File: src/rtl/stream_mux_rr.sv
// stream_mux_rr
//   Multiplexes NCH valid/ready input streams onto one registered output
//   stream. MODE=0 picks the channel named by sel; MODE=1 round-robins over
//   the channels with in_valid set, starting the search at ptr.
//
// Ports
//   clk, rst_n   clock, asynchronous active-low reset
//   in_data      NCH*WIDTH, channel k at [k*WIDTH +: WIDTH]
//   in_valid     per-channel valid
//   in_ready     per-channel ready, one-hot or zero
//   sel          fixed channel select (MODE=0 only)
//   out_data     registered output word
//   out_valid    registered output valid
//   out_ready    downstream ready
//   out_chan     channel index that sourced out_data
module stream_mux_rr #(
    parameter  int WIDTH = 8,
    parameter  int NCH   = 4,
    parameter  int MODE  = 1,
    localparam int SW    = (NCH > 2) ? $clog2(NCH) : 1
) (
    input  logic                 clk,
    input  logic                 rst_n,
    input  logic [NCH*WIDTH-1:0] in_data,
    input  logic [NCH-1:0]       in_valid,
    output logic [NCH-1:0]       in_ready,
    input  logic [SW-1:0]        sel,
    output logic [WIDTH-1:0]     out_data,
    output logic                 out_valid,
    input  logic                 out_ready,
    output logic [SW-1:0]        out_chan
);

    logic [WIDTH-1:0] ch_data [NCH];

    for (genvar k = 0; k < NCH; k++) begin : g_split
        assign ch_data[k] = in_data[k*WIDTH +: WIDTH];
    end

    logic             out_valid_q, out_valid_d;
    logic [WIDTH-1:0] out_data_q,  out_data_d;
    logic [SW-1:0]    out_chan_q,  out_chan_d;
    logic [SW-1:0]    ptr_q,       ptr_d;

    logic             load;
    logic [NCH-1:0]   grant;
    logic [SW-1:0]    gidx;
    logic             in_xfer;
    logic [SW:0]      sum;
    logic [SW-1:0]    idx;
    logic             found;

    // The output register can take a new word when empty or draining.
    assign load = !out_valid_q || out_ready;

    // Grant selection depends only on sel/ptr, in_valid and load; never on data.
    always_comb begin
        grant = '0;
        gidx  = '0;
        found = 1'b0;
        sum   = '0;
        idx   = '0;
        if (MODE == 0) begin
            // Out-of-range select values grant nothing.
            if ({1'b0, sel} < (SW+1)'(NCH)) begin
                grant[sel] = 1'b1;
                gidx       = sel;
            end
        end else begin
            // Search upward from ptr, wrapping NCH-1 -> 0; first valid wins.
            for (int i = 0; i < NCH; i++) begin
                sum = {1'b0, ptr_q} + (SW+1)'(i);
                if (sum >= (SW+1)'(NCH)) sum = sum - (SW+1)'(NCH);
                idx = sum[SW-1:0];
                if (!found && in_valid[idx]) begin
                    grant[idx] = 1'b1;
                    gidx       = idx;
                    found      = 1'b1;
                end
            end
        end
        // Ready is held low during reset even though load reads 1 there.
        in_ready = (rst_n && load) ? grant : '0;
    end

    assign in_xfer = |(in_ready & in_valid);

    always_comb begin
        out_valid_d = out_valid_q;
        out_data_d  = out_data_q;
        out_chan_d  = out_chan_q;
        ptr_d       = ptr_q;
        if (in_xfer) begin
            // Covers the simultaneous drain+fill case: no bubble.
            out_valid_d = 1'b1;
            out_data_d  = ch_data[gidx];
            out_chan_d  = gidx;
            if (MODE != 0) begin
                if (gidx == SW'(NCH-1)) ptr_d = '0;
                else                    ptr_d = gidx + 1'b1;
            end
        end else if (out_ready) begin
            out_valid_d = 1'b0;
        end
    end

    always_ff @(posedge clk or negedge rst_n) begin
        if (!rst_n) begin
            out_valid_q <= 1'b0;
            out_data_q  <= '0;
            out_chan_q  <= '0;
            ptr_q       <= '0;
        end else begin
            out_valid_q <= out_valid_d;
            out_data_q  <= out_data_d;
            out_chan_q  <= out_chan_d;
            ptr_q       <= ptr_d;
        end
    end

    assign out_valid = out_valid_q;
    assign out_data  = out_data_q;
    assign out_chan  = out_chan_q;

endmodule

File: config.mk
export PLATFORM = sky130hd
export DESIGN_NAME = stream_mux_rr
export DESIGN_NICKNAME = d
export VERILOG_FILES = /design/src/rtl/stream_mux_rr.sv
export SDC_FILE = /design/constraint.sdc
export NUM_CORES = 1
export LEC_CHECK = 0
export ABC_AREA = 1
export BUFFER_PORTS_ARGS = -buffer_cell sky130_fd_sc_hd__buf_2
export CAP_MARGIN = 20
export CORE_MARGIN = 2
export CORE_UTILIZATION = 48
export CTS_CLUSTER_SIZE = 12
export DETAILED_ROUTE_END_ITERATION = 12
export PLACE_DENSITY = 0.85
export SLEW_MARGIN = 0
export SYNTH_ARGS = -nofsm -noshare
export SYNTH_HDL_FRONTEND = slang
export SYNTH_SLANG_ARGS = --single-unit
File: constraint.sdc
create_clock -name clk -period 2.65 [get_ports clk]
set_input_delay 0.3975 -clock clk [delete_from_list [all_inputs] [get_ports clk]]
set_output_delay 0.3975 -clock clk [all_outputs]
set_load 0.05 [all_outputs]
Word-level counts from Yosys, hierarchy flattened
Cells that the tools add are included.
{ "totals": {"regBits": 13, "latchBits": 0, "ram_bits": 0, "rom_bits": 0, "wordCells": 84, "memories": 0} }
{ "op_classes": {"addsub": 8, "mul": 0, "div_mod_pow": 0, "n_lt_le_gt_ge": 13, "eq_ne": 1, "n_shift": 0, "muxes": 38, "n_bitwise": 5, "n_reduce_logical": 15} }
{ "ops": {"columns": ["op", "count"], "rows": [
  ["$mux W4", 5],
  ["$mux W2", 9],
  ["$bmux W8 S2", 1],
  ["$mux W8", 2],
  ["$mux W1", 13],
  ["$ge A3 B3 Y1 const B", 4],
  ["$lt A2 B3 Y1 const B", 4],
  ["$or A4 B4 Y4", 3],
  ["$bmux W1 S2", 4],
  ["$demux W1 S2", 4],
  ["$ge A2 B1 Y1 const B", 4],
  ["$logic_and A1 B1 Y1", 8],
  ["$sub A2 B1 Y2 const B", 4],
  ["$add A2 B2 Y3 const B", 2],
  ["$and A4 B4 Y4", 1],
  ["$logic_not A1 Y1", 4],
  ["$reduce_or A4 Y1", 1],
  ["$add A2 B1 Y3 const B", 1],
  ["$ge A2 B3 Y1 const B", 1],
  ["$not A2 Y3", 1],
  ["$add A2 B1 Y2 const B", 1],
  ["$eq A2 B2 Y1 const B", 1],
  ["$reduce_bool A2 Y1", 1],
  ["$logic_or A1 B1 Y1", 1]
]} }

Longest topological paths before layout
{ "logic_depth": {"ltp_word": 18, "ltp_mapped": 15, "depth_no_buf": 15} }

Worst setup path after synthesis
Ideal clock, no wire load.
{ "synth_path": {"path_type": "register to output", "startpoint": "register with a tool-made name", "endpoint": "output port in_ready[3]", "arrival_time_ps": 1989, "t_required_ps": 2253, "setup_slack_ps": 264, "stages_incl_launch_ff": 12, "n_path_buf": 0, "path_cell_list": "dfrtp_1 > inv_2 > ha_1 > inv_1 > nand3_1 > nand2_2 > nand3_1 > nor2_2 > nand2_1 > nand3_1 > nand2_1 > inv_1"} }
{ "synth_lines": {"columns": ["item", "line", "source"], "rows": [
  ["to (decl)", "26", "output logic [NCH-1:0] in_ready,"]
]} }

Final worst setup path
{ "layout_path": {"startpoint": "register ptr_q[1]", "endpoint": "output port in_ready[2]"} }
{ "layout_via": {"elab_chain_cells": 15, "word_cells_on_any_way": 60} }
{ "layout_lines": {"columns": ["item", "line", "source"], "rows": [
  ["from (decl)", "43", "logic [SW-1:0] ptr_q, ptr_d;"],
  ["from (signal assigned)", "117", "ptr_q <= ptr_d;"],
  ["parallel branches: the longest is 13 deep, another holds $add A2 B1 Y3", null, null],
  ["$mux W4 (*)", "75", "if (!found && in_valid[idx]) begin"],
  ["$mux W4 (*)", "83", "in_ready = (rst_n && load) ? grant : '0;"]
]} }
Every way passes the cells marked *. The select of a mux whose other input is x is not followed.

==> results.toml <==
[drt]
topRoutingLayerUsed = "met4"
route.met2.wl_um = 1600
wl_met1_um = 1440
dr_total_vias = 1466
drtAntennaViolNets = 0
drt_iter0_drc = 25
via_per_inst = 5.06
first_pass_iters = 4
met3WireLength_um = 223
routed_wl_um = 3270
drc = 0
wl_per_cell_um = 11.3

[layout]
antenna_cells = 0
layout-drive-gt1-share = 0.351
finalNonFillerCells = 290
fin_nets = 308
final_util = 0.631
synthToLayoutAreaGrowth_pct = 26.3

[sta]
fmax_mhz = 398
finalSetupViolations = 0
report.final.slew_viol_count = 0
relSlewSlack = 0.770
fin_crit_ns = 2.51
setup_tns_ns = 0
min_period_over_period = 0.949
worst-slew-pin-transition_ns = 0.345
final_hold_viol_count = 0
finClkSkew_ns = 0.00449

[grt]
track_usage = 0.211
grt-ovfl-total = 0
grt_max_degree = 19
grt_pass1_wl_um = 5550
grt_antenna_before_repair = 0
grt_pass1_vias = 1314

[yosys]
ys.flop_type = "dfrtp_1"
ys.warnings.count = 0
seq_area_frac_synth = 0.240
synth_most_common_cell = "nand2_1"
ys_top_cells_by_area = "dfrtp_1, nand2_1, nand3_1, ha_1, nand2_4"
synth_area_per_cell_um2 = 6.77
synth_top_area_frac = 0.240
syn_inst = 200
synth_edf_count = 0
synth_cell_types = 26
yosys.area.top_type = "dfrtp_1"
syn_nets = 248
async_flop_share = 1.00
synth_common_cells = "nand2_1, nand3_1, dfrtp_1, inv_1, ha_1"
ys_ff_latch = 13
syn_area_um2 = 1350

[run_status]
status = "finished, final reports clean"

[setup_path]
critPathRequiredTime_ns = 2.25
cp-start-kind = "flip-flop"
critPathLaunch = "ptr_q[1]"
rr_startpoint = "ptr_q[1]"
endpoint_kind = "primary output"
worstPathArrival_ns = 2.12
critPathKind = "flip-flop to primary output"
critPathMaxFanout = 6

[die]
dieArea_um2 = 3260
core_area_um2 = 2710
fp.dieW_um = 57.1
start_util = 0.500
row_count = 19
ios = 56
die_h_um = 57.1

[place]
gp_congestion = 0.883
placed_cells = 285
place_hpwl_um = 2590
numPortBuffers = 53

[clock_tree]
cts_tree = "yes"
cts_root_buf = "clkbuf_4"
cts_sinks = 13
clk_pin_slew_ns = 0.08
cts_buffers = 3
cts_max_path_buffers = 2
htreeDepth = 1
clkLatencyLatePin_ns = 0.28

[min_path]
worstHoldStart = "out_ready"
min_path_type = "primary input to flip-flop"

[flow_run]
max_cap_violations = 0
## per-layer routing
layer  track usage  vias up
met5             0        -
met4        0.0299        0
met3        0.0431        2
met2         0.392       51
met1         0.257      642
li1              -      771
## state kept, by name, indices dropped and copies added (netlist names), named ones only
name,count
out_valid,1
ptr_q,1
out_chan,2
out_data,8
## timing repair
| item | in CTS | in global routing |
|---|---|---|
| setup endpoints to repair | 0 | 4 |
| buffers inserted | 0 | 0 |
| gates resized for setup | 0 | 7 |
| hold buffers | 1 | 0 |
| hold endpoints to repair | 8 | 0 |
## worst max-delay path, cell delays in order, from the launching register on
cell	delay [ns]
dfrtp_1	0.36
inv_1	0.07
ha_2	0.38
inv_2	0.07
nand3_1	0.09
nand2_2	0.09
nor2_4	0.20
a21oi_2	0.08
nand3_1	0.13
nand2_1	0.06
inv_1	0.06
buf_2	0.25
## through the flow
| stage | area, um2 | hold slack, ns | setup slack [ns] |
|---|---|---|---|
| after floorplan | 1350 | 0.102 | 0.264 |
| after global routing | 1710 | 0.306 | -0.0213 |
| after CTS | 1700 | 0.301 | 0.0419 |
| after global placement | 1660 | 0.303 | 0.377 |
| final | 1710 | 0.305 | 0.136 |
| after detailed placement | 1660 | 0.307 | 0.368 |
## cell type report
cell class              instances  area [um2]
inverters                      17        66.3
multi-input cells             166         932
flip-flops and latches         13         325
fillers                       273        1000
clock buffers                   3        22.5
repair buffers                 59         320
clock inverters                 1        5.00
well taps                      31        38.8
## cell families after synthesis
| kind of cell | share of synthesized area |
|---|---|
| buf+inv | 0.0767 |
| xor+xnor | 0.00647 |
| simple gates | 0.537 |
| fa+ha+maj | 0.0647 |
| flops | 0.240 |
| compound gates | 0.0749 |
## worst paths after layout
kind	to	slack (ns)	depth (start not counted)
min reg2reg	out_chan[1]	0.49	2
min	out_valid	0.30	2
max in group asynchronous	ptr_q[1]	1.89	2
min in group asynchronous	out_data[6]	0.53	2
max reg2reg	out_valid	0.49	12
max	in_ready[2]	0.14	11
## cells in the final DEF, fill, tap and decap left out
cell type and n:
nand2_2 4, dfrtp_1 13, ha_2 1, nor2_4 3
inv_2 4, a21boi_1 2, nand4_2 1, nand3_1 36
o21ai_2 1, nand3_2 5, o21ai_1 4, a21oi_2 2
dlygate4sd3_1 1, nand3_4 1, ha_1 6, o21ai_0 2
nand4_1 4, buf_2 50, nand2_1 83, inv_1 12
clkinv_2 1, nor2_8 1, o21a_1 1, clkbuf_4 5
inv_4 1, xor2_1 1, a21boi_0 3, buf_4 6
nand2_4 5
Power is not shown: default switching activity piles up to over one toggle a cycle in this logic, so the estimate is an artifact.
